[config.mk]
export PLATFORM = sky130hd
export DESIGN_NAME = kamus_mem_arbiter
export DESIGN_NICKNAME = d
export VERILOG_FILES = /design/src/rtl/kamus_mem_arbiter.sv
export SDC_FILE = /design/constraint.sdc
export NUM_CORES = 1
export LEC_CHECK = 0
export ABC_CLOCK_PERIOD_IN_PS = 2009
export BUFFER_PORTS_ARGS = -buffer_cell sky130_fd_sc_hd__buf_2
export CAP_MARGIN = 15
export CORE_ASPECT_RATIO = 0.75
export CORE_MARGIN = 4
export CORE_UTILIZATION = 42
export CTS_CLUSTER_DIAMETER = 40
export DETAILED_ROUTE_END_ITERATION = 16
export PLACE_DENSITY = 0.93
export SYNTH_ARGS = -nofsm -noshare
export SYNTH_HDL_FRONTEND = slang
export SYNTH_SLANG_ARGS = --single-unit
[constraint.sdc]
create_clock -name clk_i -period 2.01 [get_ports clk_i]
set_clock_uncertainty 0.1 [all_clocks]
set_input_delay 0 -clock clk_i [delete_from_list [all_inputs] [get_ports clk_i]]
set_output_delay 0 -clock clk_i [all_outputs]
set_load 0.02 [all_outputs]
[src/rtl/kamus_mem_arbiter.sv]
// Two-requester memory arbiter: the fetch stage and the LSU share one single-port memory bus.
// LSU has fixed priority. A saturating starvation counter forces a fetch grant after STARVE_LIMIT consecutive LSU wins.
module kamus_mem_arbiter #(
  parameter int unsigned STARVE_LIMIT = 4,
  parameter int unsigned ADDR_WIDTH   = 32
) (
  input  logic                  clk_i,
  input  logic                  rst_i,
  input  logic                  if_req_i,
  input  logic [ADDR_WIDTH-1:0] if_addr_i,
  output logic                  if_gnt_o,
  output logic                  if_rvalid_o,
  output logic [31:0]           if_rdata_o,
  input  logic                  lsu_req_i,
  input  logic                  lsu_we_i,
  input  logic [3:0]            lsu_be_i,
  input  logic [ADDR_WIDTH-1:0] lsu_addr_i,
  input  logic [31:0]           lsu_wdata_i,
  output logic                  lsu_gnt_o,
  output logic                  lsu_rvalid_o,
  output logic [31:0]           lsu_rdata_o,
  output logic                  mem_req_o,
  output logic                  mem_we_o,
  output logic [3:0]            mem_be_o,
  output logic [ADDR_WIDTH-1:0] mem_addr_o,
  output logic [31:0]           mem_wdata_o,
  input  logic                  mem_gnt_i,
  input  logic                  mem_rvalid_i,
  input  logic [31:0]           mem_rdata_i,
  output logic                  busy_o
);

  localparam int unsigned CW = $clog2(STARVE_LIMIT + 1);

  typedef enum logic [1:0] {S_IDLE, S_REQ, S_WAIT} state_e;

  state_e        state;
  logic [CW-1:0] starve_cnt;
  logic          owner_if;
  logic          starved;
  logic          fetch_win;
  logic          lsu_win;

  // Grants are withheld while reset is asserted, because nothing is latched in that cycle.
  always_comb begin
    starved   = (starve_cnt == CW'(STARVE_LIMIT));
    fetch_win = !rst_i && (state == S_IDLE) && if_req_i && (!lsu_req_i || starved);
    lsu_win   = !rst_i && (state == S_IDLE) && lsu_req_i && !fetch_win;
  end

  always_ff @(posedge clk_i) begin
    if (rst_i) begin
      state       <= S_IDLE;
      starve_cnt  <= '0;
      owner_if    <= 1'b0;
      mem_we_o    <= 1'b0;
      mem_be_o    <= '0;
      mem_addr_o  <= '0;
      mem_wdata_o <= '0;
    end else begin
      case (state)
        S_IDLE: begin
          if (fetch_win) begin
            owner_if   <= 1'b1;
            mem_we_o   <= 1'b0;
            mem_be_o   <= '1;
            mem_addr_o <= if_addr_i;
            starve_cnt <= '0;
            state      <= S_REQ;
          end else if (lsu_win) begin
            owner_if    <= 1'b0;
            mem_we_o    <= lsu_we_i;
            mem_be_o    <= lsu_be_i;
            mem_addr_o  <= lsu_addr_i;
            mem_wdata_o <= lsu_wdata_i;
            state       <= S_REQ;
            if (!if_req_i) begin
              starve_cnt <= '0;
            end else if (!starved) begin
              starve_cnt <= starve_cnt + 1'b1;
            end
          end else begin
            starve_cnt <= '0;
          end
        end
        S_REQ: begin
          if (mem_gnt_i) begin
            state <= S_WAIT;
          end
        end
        S_WAIT: begin
          if (mem_rvalid_i) begin
            state <= S_IDLE;
          end
        end
        default: state <= S_IDLE;
      endcase
    end
  end

  always_comb begin
    if_gnt_o     = fetch_win;
    lsu_gnt_o    = lsu_win;
    mem_req_o    = (state == S_REQ);
    busy_o       = (state != S_IDLE);
    if_rvalid_o  = (state == S_WAIT) && mem_rvalid_i && owner_if;
    lsu_rvalid_o = (state == S_WAIT) && mem_rvalid_i && !owner_if;
    if_rdata_o   = mem_rdata_i;
    lsu_rdata_o  = mem_rdata_i;
  end

endmodule

==> results.yml, run 1 <==
sta:
  finalCritPeriodShare: 0.965
  final_max_slew_viol_count: 0
  tightest_slew_ns: 0.785
  tns_ns: 0
  hold_violations: 0
  max_slew_margin: 0.477
  min_period_ns: 1.94
  grt_setup_unrepaired: "false"
  max_freq_mhz: 516
  setup_violations: 0
die:
  dieArea_sq_um: 11300
  die_w_um: 121
  core_sq_um: 9230
  ios: 278
  die_y_um: 93.1
  start_util: 0.439
  rows: 30
global_route:
  grt_pass1_vias: 4601
  grt_usage: 0.258
  grt_max_degree: 64
  gr-total-overflow: 0
  antenna_found_initial: 0
  grt_first_pass_wirelength_um: 23000
power:
  seqPwrFrac: 0.374
  ir_drop_mv: 0.590
  power_switching_share: 0.311
  netSwitchingPower_w: 0.00139
  intPower_w: 0.00309
  p_per_area_nw_per_um2: 715
  power.share.combinational: 0.270
  clock_power_share: 0.356
  power_w: 0.00448
  power.leakage_nw: 2.81
critical_path:
  crit_required_ns: 1.91
  worstReg2RegStart: "starve_cnt[1]"
  criticalPathCategory: "reg -> out"
  critPathLaunchType: "register"
  cpPeakStageDelay_ns: 0.41
  crit_arrival_ns: 1.84
  cp_slowest_cell: "or3_4"
  r2r_setup_slack_ns: 0.09
  cp_max_fo: 11
  cp_cell_sequence: "inv_1, ha_2, a21boi_4, or3_4, inv_6, buf_12, buf_4"
  critPathLaunch: "starve_cnt[0]"
  end_kind: "primary output"
synthesis:
  yosys_warnings: 0
  syn_nets: 594
  ys_types: 40
  synthCells: 453
  seq_area_frac_synth: 0.370
  synthesis.area_sq_um: 4060
  avgSynthCellArea_sq_um: 8.96
  ys_ff_latch: 75
route:
  drcViolationCount: 0
  drt-initial-drc-count: 341
  wl_per_cell_um: 18.6
  ant_nets: 0
  vias_per_cell: 5.43
  vias: 4467
  wl_um: 15300
  first_pass_iters: 5
clocking:
  ctsLongestPathBuffers: 2
  clk_latency_ns: 0.33
  cts.sinks: 75
  cts_tree: "built"
  cts_buffers: 9
  clk_pin_slew_ns: 0.06
  h-tree-depth: 3
  root_buffer: "clkbuf_16"
placed_design:
  finalWeightedCongestion: 0.805
  place_hpwl_um: 8150
  placed_cell_area_sq_um: 4540
  io_buffers: 181
finish:
  final_area_sq_um: 6270
  n_antenna_cell: 0
  area_growth_pct: 54.5
  fin_nets: 830
  drive_gt1_frac: 0.390
hold_path:
  min_from: "lsu_addr_i[27]"
  hold_class: "in -> reg"
run:
  drv_cap: 0
status:
  status: "finished, final reports clean"
==> power by group through the flow <==
stage	combinational, W	sequential [W]	clock, W
CTS	0.00115	0.00167	0.00164
finish	0.00121	0.00168	0.00160
global placement	0.000809	0.00169	0
detailed placement	0.000837	0.00170	0
global route	0.00129	0.00169	0.00168
floorplan	0.000578	0.00183	0
==> layer usage <==
| layer | track usage | part of all wire |
|---|---|---|
| met5 | 0 | 0 |
| met4 | 0.146 | 0.050 |
| met3 | 0.0913 | 0.10 |
| met2 | 0.429 | 0.49 |
| met1 | 0.286 | 0.36 |
==> cell families (layout without fill, tap and decap cells) <==
family,Yosys count,after routing,share of synthesized area
compound gates,143,143,0.256
fa+ha+maj,2,2,0.00617
buf+inv,141,382,0.216
flops,75,75,0.370
mux,2,2,0.00493
simple gates,90,90,0.146
==> state kept, by name, summed over array words and instances (netlist names) <==
| register | cells |
|---|---|
| mem_addr_o | 32 |
| mem_be_o | 4 |
| mem_wdata_o | 32 |
| mem_we_o | 1 |
| owner_if | 1 |
| starve_cnt | 3 |
| state | 2 |
==> cells in the final DEF, fill, tap and decap left out, drive strengths merged, types with 3 or more instances in the layout <==
master | Yosys | routed
nand2 | 4 | 4
buf | 88 | 196
clkinv | 1 | 5
and3 | 3 | 3
clkbuf | 16 | 9
nor2 | 6 | 6
o221a | 4 | 4
nor2b | 3 | 3
nor3 | 30 | 30
inv | 36 | 36
dfxtp | 75 | 75
a2111oi | 31 | 31
nand3 | 33 | 33
dlygate4sd3 | 0 | 132
a21oi | 69 | 69
o21ai | 33 | 33
==> final timing paths <==
kind	endpoint	depth (start not counted)
worst max-delay path	if_gnt_o	7
worst min-delay path	mem_addr_o[27]	3
worst max register to register	mem_addr_o[18]	7
worst min register to register	mem_wdata_o[11]	2
==> through the flow <==
step	instances	hold WS [ns]	util	setup WS, ns
6_report	822	0.0107	0.679	0.0710
5_1_grt	822	0.0267	0.679	0.00720
4_1_cts	820	0.00644	0.670	0.0204
3_5_place_dp	671	-0.0998	0.491	0.0297
3_3_place_gp	671	-0.0998	0.491	0.168
2_1_floorplan	453	0.0126	-	0.276
==> cell usage after synthesis <==
cell / number / area share
nand3_1: 33 / 0.041
nor2b_1: 3 / 0.0046
nor2_1: 5 / 0.0046
nor3_2: 21 / 0.052
nand2b_1: 1 / 0.0015
clkinv_1: 1 / 0.00092
o41ai_1: 2 / 0.0043
nor4b_2: 1 / 0.0037
buf_2: 9 / 0.011
nor3b_2: 1 / 0.0031
a21oi_1: 69 / 0.085
clkbuf_1: 16 / 0.015
ha_1: 2 / 0.0062
or3_1: 1 / 0.0015
o221a_2: 4 / 0.011
mux2i_1: 2 / 0.0049
a2111oi_0: 2 / 0.0043
or2_2: 1 / 0.0015
nor4b_1: 1 / 0.0022
or3_4: 1 / 0.0028
and3_1: 3 / 0.0046
dfxtp_1: 75 / 0.37
a2111oi_2: 23 / 0.085
inv_4: 1 / 0.0015
nand3b_1: 1 / 0.0019
buf_4: 67 / 0.12
or4b_1: 1 / 0.0025
o211ai_1: 2 / 0.0037
a21boi_4: 1 / 0.0046
o21ai_1: 32 / 0.039
o32a_1: 1 / 0.0025
nor3_1: 9 / 0.011
inv_1: 35 / 0.032
a2111oi_1: 6 / 0.015
buf_1: 1 / 0.00092
o21ai_0: 1 / 0.0012
nor2_2: 1 / 0.0015
nand2_1: 4 / 0.0037
nand4_1: 2 / 0.0031
buf_6: 11 / 0.031
==> critical path: cells and delay by family, from the launching register on <==
kind / cells / cell delay, ns
buf+inv: 4 / 0.47
fa+ha+maj: 1 / 0.21
compound gates: 1 / 0.07
simple gates: 1 / 0.41
flops: 1 / 0.33
==> layout make-up <==
type / count / area [sq um]
Clock buffer: 9 / 225
Sequential cell: 75 / 1500
Multi-Input combinational cell: 237 / 1760
Clock inverter: 7 / 68.8
Timing Repair Buffer: 329 / 2410
Fill cell: 680 / 2960
Inverter: 37 / 144
Tap cell: 128 / 160
==> timing repair <==
action | in CTS | in global routing
endpoints found under the setup margin | 1 | 17
resized for setup | 2 | 6
pin swaps | 0 | 2
buffers inserted | 0 | 2
gates cloned | 1 | 0
hold buffers | 132 | 0
endpoints found under the hold margin | 138 | 0
Note: power is estimated with default switching activity, not from simulation.
==> run 2: changes to the inputs <==
Settings changed: GPL_TIMING_DRIVEN set to 0.
==> run 2 against run 1 <==
- cell area rose by 10%
- critical endpoint unchanged
- critical path type unchanged
- worst hold slack improved by 0.0074 ns
- worst setup slack lost 0.078 ns
- the run now ends with setup timing left
==> results.yml, run 2 (synthesis gave the netlist of run 1 again) <==
status:
  status: "finished with violations"
  failed_checks: "setup timing"
sta:
  worst_hold_slack_ns: 0.0181
  max_freq_mhz: 496
  finalCritPeriodShare: 1.00
  max_slew_margin: 0.484
  grt_setup_unrepaired: "true"
  final_max_slew_viol_count: 0
  fin_ws_ns: -0.00704
  setup_violations: 1
  hold_violations: 0
  min_period_ns: 2.02
  tightest_slew_ns: 0.775
placed_design:
  io_buffers: 244
  finalWeightedCongestion: 0.847
  place_hpwl_um: 10300
  placed_cell_area_sq_um: 5440
critical_path:
  crit_arrival_ns: 1.92
  end_kind: "primary output"
  cp_max_fo: 5
  worstReg2RegStart: "starve_cnt[0]"
  critPathLaunchType: "register"
  critPathLaunch: "state[0]"
  criticalPathCategory: "reg -> out"
  crit_required_ns: 1.91
global_route:
  grt-busiest-layer: "met2"
  grt_pass1_vias: 4867
  gr-total-overflow: 0
  grt_first_pass_wirelength_um: 25100
  use_met3: 0.0859
  antenna_found_initial: 0
  grt_usage: 0.282
  met2_usage: 0.502
  use_met1: 0.311
  grt_max_degree: 13
finish:
  n_fill_cell: 650
  multi_input_area_sq_um: 1690
  reg.largest.list: "mem_addr_o: 32 flops, mem_wdata_o: 32 flops, mem_be_o: 4 flops"
  fin_nets: 958
  drive_gt1_frac: 0.506
  final_common_cell: "buf_2"
  final_util: 0.750
  final_area_sq_um: 6930
  final_cell_mix: "buf_2, dlygate4sd3_1, buf_4, dfxtp_1, a21oi_1"
  area_growth_pct: 70.7
  area.sequential_sq_um: 1500
die:
  dieArea_sq_um: 11300
  rows: 30
  die_w_um: 121
  start_util: 0.439
  die_y_um: 93.1
  ios: 278
  core_sq_um: 9230
route:
  first_pass_iters: 4
  vias_per_cell: 5.16
  wl_um: 17200
  ant_nets: 0
  drcViolationCount: 0
  drt-initial-drc-count: 267
  vias: 4910
  wl_per_cell_um: 18.1
clocking:
  clk_pin_slew_ns: 0.06
  clk_latency_ns: 0.34
  h-tree-depth: 3
  cts_tree: "built"
  cts_buffers: 9
  cts.sinks: 75
  ctsLongestPathBuffers: 2
  root_buffer: "clkbuf_16"
power:
  power.leakage_nw: 3.36
  p_per_area_nw_per_um2: 703
  ir_drop_mv: 0.542
hold_path:
  hold_class: "in -> reg"
  min_from: "lsu_addr_i[31]"
run:
  drv_cap: 0
[run 2: changes by cell type in the layout (fill, tap and decap cells not counted), moves of 2 or more]
cell           before  now
a2111oi_4           5    0
buf_12              3    1
a2111oi_2          18   24
bufinv_16           1    3
dlygate4sd3_1     132  102
buf_4              13   74
clkinvlp_4          2    0
clkbuf_2            0    3
buf_2             180  250
clkbuf_1            0   13
buf_6               0   11
[run 2: timing repair]
action | 4_1_cts | 5_1_grt
pin swaps | 0 | 3
setup buffers | 0 | 6
gates resized for setup | 5 | 19
gates cloned | 0 | 1
setup endpoints to repair | 2 | 21
hold buffers | 101 | 1
hold endpoints to repair | 74 | 1
[run 2: worst max-delay path, cell delays in order, from the launching register on]
cell	delay, ns
dfxtp_2	0.33
buf_6	0.12
or3_1	0.36
or3_4	0.43
inv_8	0.10
buf_12	0.12
buf_8	0.11
[run 2: path summary, 6_finish.rpt]
check | end | slack, ns | cells after the start
worst min-delay path | mem_addr_o[31] | 0.02 | 3
worst max-delay path | if_gnt_o | -0.007 | 6
worst max register to register | mem_addr_o[14] | 0.07 | 7
worst min register to register | mem_wdata_o[4] | 0.37 | 2
[run 2: cell type report]
cell class                      count  area share
Inverter                           37      0.0211
Clock buffer                       11      0.0350
Clock inverter                      5      0.0145
Buffer                            104       0.109
Timing Repair Buffer              353       0.336
Tap cell                          128      0.0231
Sequential cell                    75       0.217
Antenna cell                        1    0.000361
Multi-Input combinational cell    237       0.244
[run 2: layer usage]
layer	part of all wire	vias up
met4	0.038	0
met2	0.50	313
met3	0.090	65
met5	0	-
met1	0.37	2258
li1	-	2274
[run 2: power by group]
part | internal (W) | total (W) | switching (W) | leakage (nW)
clock | 0.00124 | 0.00186 | 0.000621 | 0.170
sequential | 0.00161 | 0.00168 | 0.0000671 | 0.618
combinational | 0.000618 | 0.00133 | 0.000716 | 2.57
[run 2: per-stage QoR]
| stage | setup WS, ns | cells | total power, W | setup TNS (ns) |
|---|---|---|---|---|
| after floorplan | 0.276 | 453 | 0.00241 | 0 |
| after global placement | 0.101 | 825 | 0.00278 | 0 |
| after detailed placement | 0.0639 | 825 | 0.00280 | 0 |
| after CTS | -0.0203 | 942 | 0.00479 | -0.0203 |
| after global routing | -0.0485 | 950 | 0.00503 | -0.0485 |
| final | -0.00704 | 951 | 0.00487 | -0.00704 |
==> run 3: changes to the inputs <==
Settings changed: RECOVER_POWER set to 25.
==> run 3 against run 2 <==
- the run still ends with setup timing left
- sequential power about the same
- critical endpoint unchanged
- cell area down 0.92%
- utilization down 0.69 points
==> results.yml, run 3 (synthesis gave the netlist of run 1 again) <==
status:
  status: "finished with violations"
  failed_checks: "setup timing"
global_route:
  grt_max_degree: 13
  antenna_found_initial: 0
  grt_usage: 0.282
  grt_pass1_vias: 4867
  grt_first_pass_wirelength_um: 25100
  gr-total-overflow: 0
route:
  wl_per_cell_um: 18.2
  wl_um: 17300
  drt-initial-drc-count: 256
  vias: 4954
  first_pass_iters: 4
  drcViolationCount: 0
  vias_per_cell: 5.20
  ant_nets: 0
sta:
  setup_violations: 1
  fin_ws_ns: -0.00510
  tightest_slew_ns: 0.796
  worst_hold_slack_ns: 0.0163
  min_period_ns: 2.02
  max_freq_mhz: 496
  final_max_slew_viol_count: 0
  max_slew_margin: 0.469
  finalCritPeriodShare: 1.00
  hold_violations: 0
  grt_setup_unrepaired: "true"
hold_path:
  min_to: "mem_addr_o[2]"
  min_path_cells: 3
  hold_class: "in -> reg"
  min_from: "lsu_addr_i[2]"
die:
  start_util: 0.439
  core_sq_um: 9230
  die_w_um: 121
  rows: 30
  ios: 278
  die_y_um: 93.1
  dieArea_sq_um: 11300
clocking:
  root_buffer: "clkbuf_16"
  h-tree-depth: 3
  cts_tree: "built"
  cts.sinks: 75
  clk_latency_ns: 0.34
  cts_buffers: 9
  ctsLongestPathBuffers: 2
  clk_pin_slew_ns: 0.06
critical_path:
  worstRegToRegCells: 7
  crit_required_ns: 1.91
  critPathLaunch: "state[0]"
  crit_arrival_ns: 1.92
  r2r-end: "mem_addr_o[14]"
  end_kind: "primary output"
  critPathLaunchType: "register"
  r2r_setup_slack_ns: 0.07
  worstReg2RegStart: "starve_cnt[0]"
  criticalPathCategory: "reg -> out"
  cp_max_fo: 5
finish:
  final_cell_mix: "buf_2, dlygate4sd3_1, buf_4, dfxtp_1, a21oi_1"
  area_growth_pct: 69.1
  drive_gt1_frac: 0.442
  final_util: 0.743
  final_common_cell: "buf_2"
  final_cells: 952
  reg.largest.list: "mem_addr_o: 32 flops, mem_wdata_o: 32 flops, mem_be_o: 4 flops"
  fin_nets: 958
placed_design:
  finalWeightedCongestion: 0.847
  place_hpwl_um: 10300
  place_inst: 825
  io_buffers: 244
power:
  intPower_w: 0.00345
  p_per_area_nw_per_um2: 709
  seqPwrFrac: 0.345
  power.leakage_nw: 3.21
  power_switching_share: 0.290
  power.share.combinational: 0.271
  power_w: 0.00486
  netSwitchingPower_w: 0.00141
  clock_power_share: 0.384
  ir_drop_mv: 0.544
run:
  drv_cap: 0
==> run 3: stage by stage <==
step | setup TNS (ns) | setup WS [ns] | area [sq um]
after floorplan | 0 | 0.276 | 4060
after global placement | 0 | 0.101 | 5440
after detailed placement | 0 | 0.0639 | 5440
after CTS | -0.0203 | -0.0203 | 6810
after global routing | -0.0485 | -0.0485 | 6860
final | -0.00510 | -0.00510 | 6860
==> run 3: per-layer routing <==
layer / up-vias / global-route usage / part of all wire
met5: - / 0 / 0
met4: 0 / 0.120 / 0.037
met3: 62 / 0.0859 / 0.095
met2: 329 / 0.502 / 0.50
met1: 2292 / 0.311 / 0.37
li1: 2271 / - / -
==> run 3: final cells by class <==
class	count	area (sq um)
antenna	2	5.00
timing repair buffer	353	2260
clock buffer	11	243
multi-input combinational	237	1690
buffer	104	758
tap	128	160
clock inverter	5	100
inverter	37	146
sequential	75	1500
fill	681	2370
==> run 3: worst max-delay path by stage <==
stage	end	depth (start not counted)
4_1_cts	if_gnt_o	6
6_report	if_gnt_o	6
5_1_grt	if_gnt_o	6
3_3_place_gp	mem_addr_o[13]	7
2_1_floorplan	mem_addr_o[20]	7
3_5_place_dp	mem_addr_o[12]	7
==> run 3: critical path, cell delays in order (launching register included) <==
cell and delay (ns):
dfxtp_2 0.32, buf_6 0.12, or3_1 0.36, or3_4 0.43, inv_8 0.10, buf_12 0.12, buf_8 0.11
==> run 3: what timing repair did <==
action / in CTS / in global routing
endpoints found under the setup margin: 2 / 21
buffers inserted: 0 / 6
gates cloned: 0 / 1
hold buffers: 101 / 1
endpoints found under the hold margin: 74 / 1
gates resized for setup: 5 / 19
pin swaps: 0 / 3
==> run 3: power groups by stage <==
| stage | clock [W] | combinational (W) | sequential [W] |
|---|---|---|---|
| 6_report | 0.00187 | 0.00132 | 0.00168 |
| 5_1_grt | 0.00194 | 0.00140 | 0.00168 |
| 4_1_cts | 0.00186 | 0.00127 | 0.00167 |
| 3_5_place_dp | 0 | 0.00111 | 0.00170 |
| 3_3_place_gp | 0 | 0.00108 | 0.00169 |
| 2_1_floorplan | 0 | 0.000578 | 0.00183 |
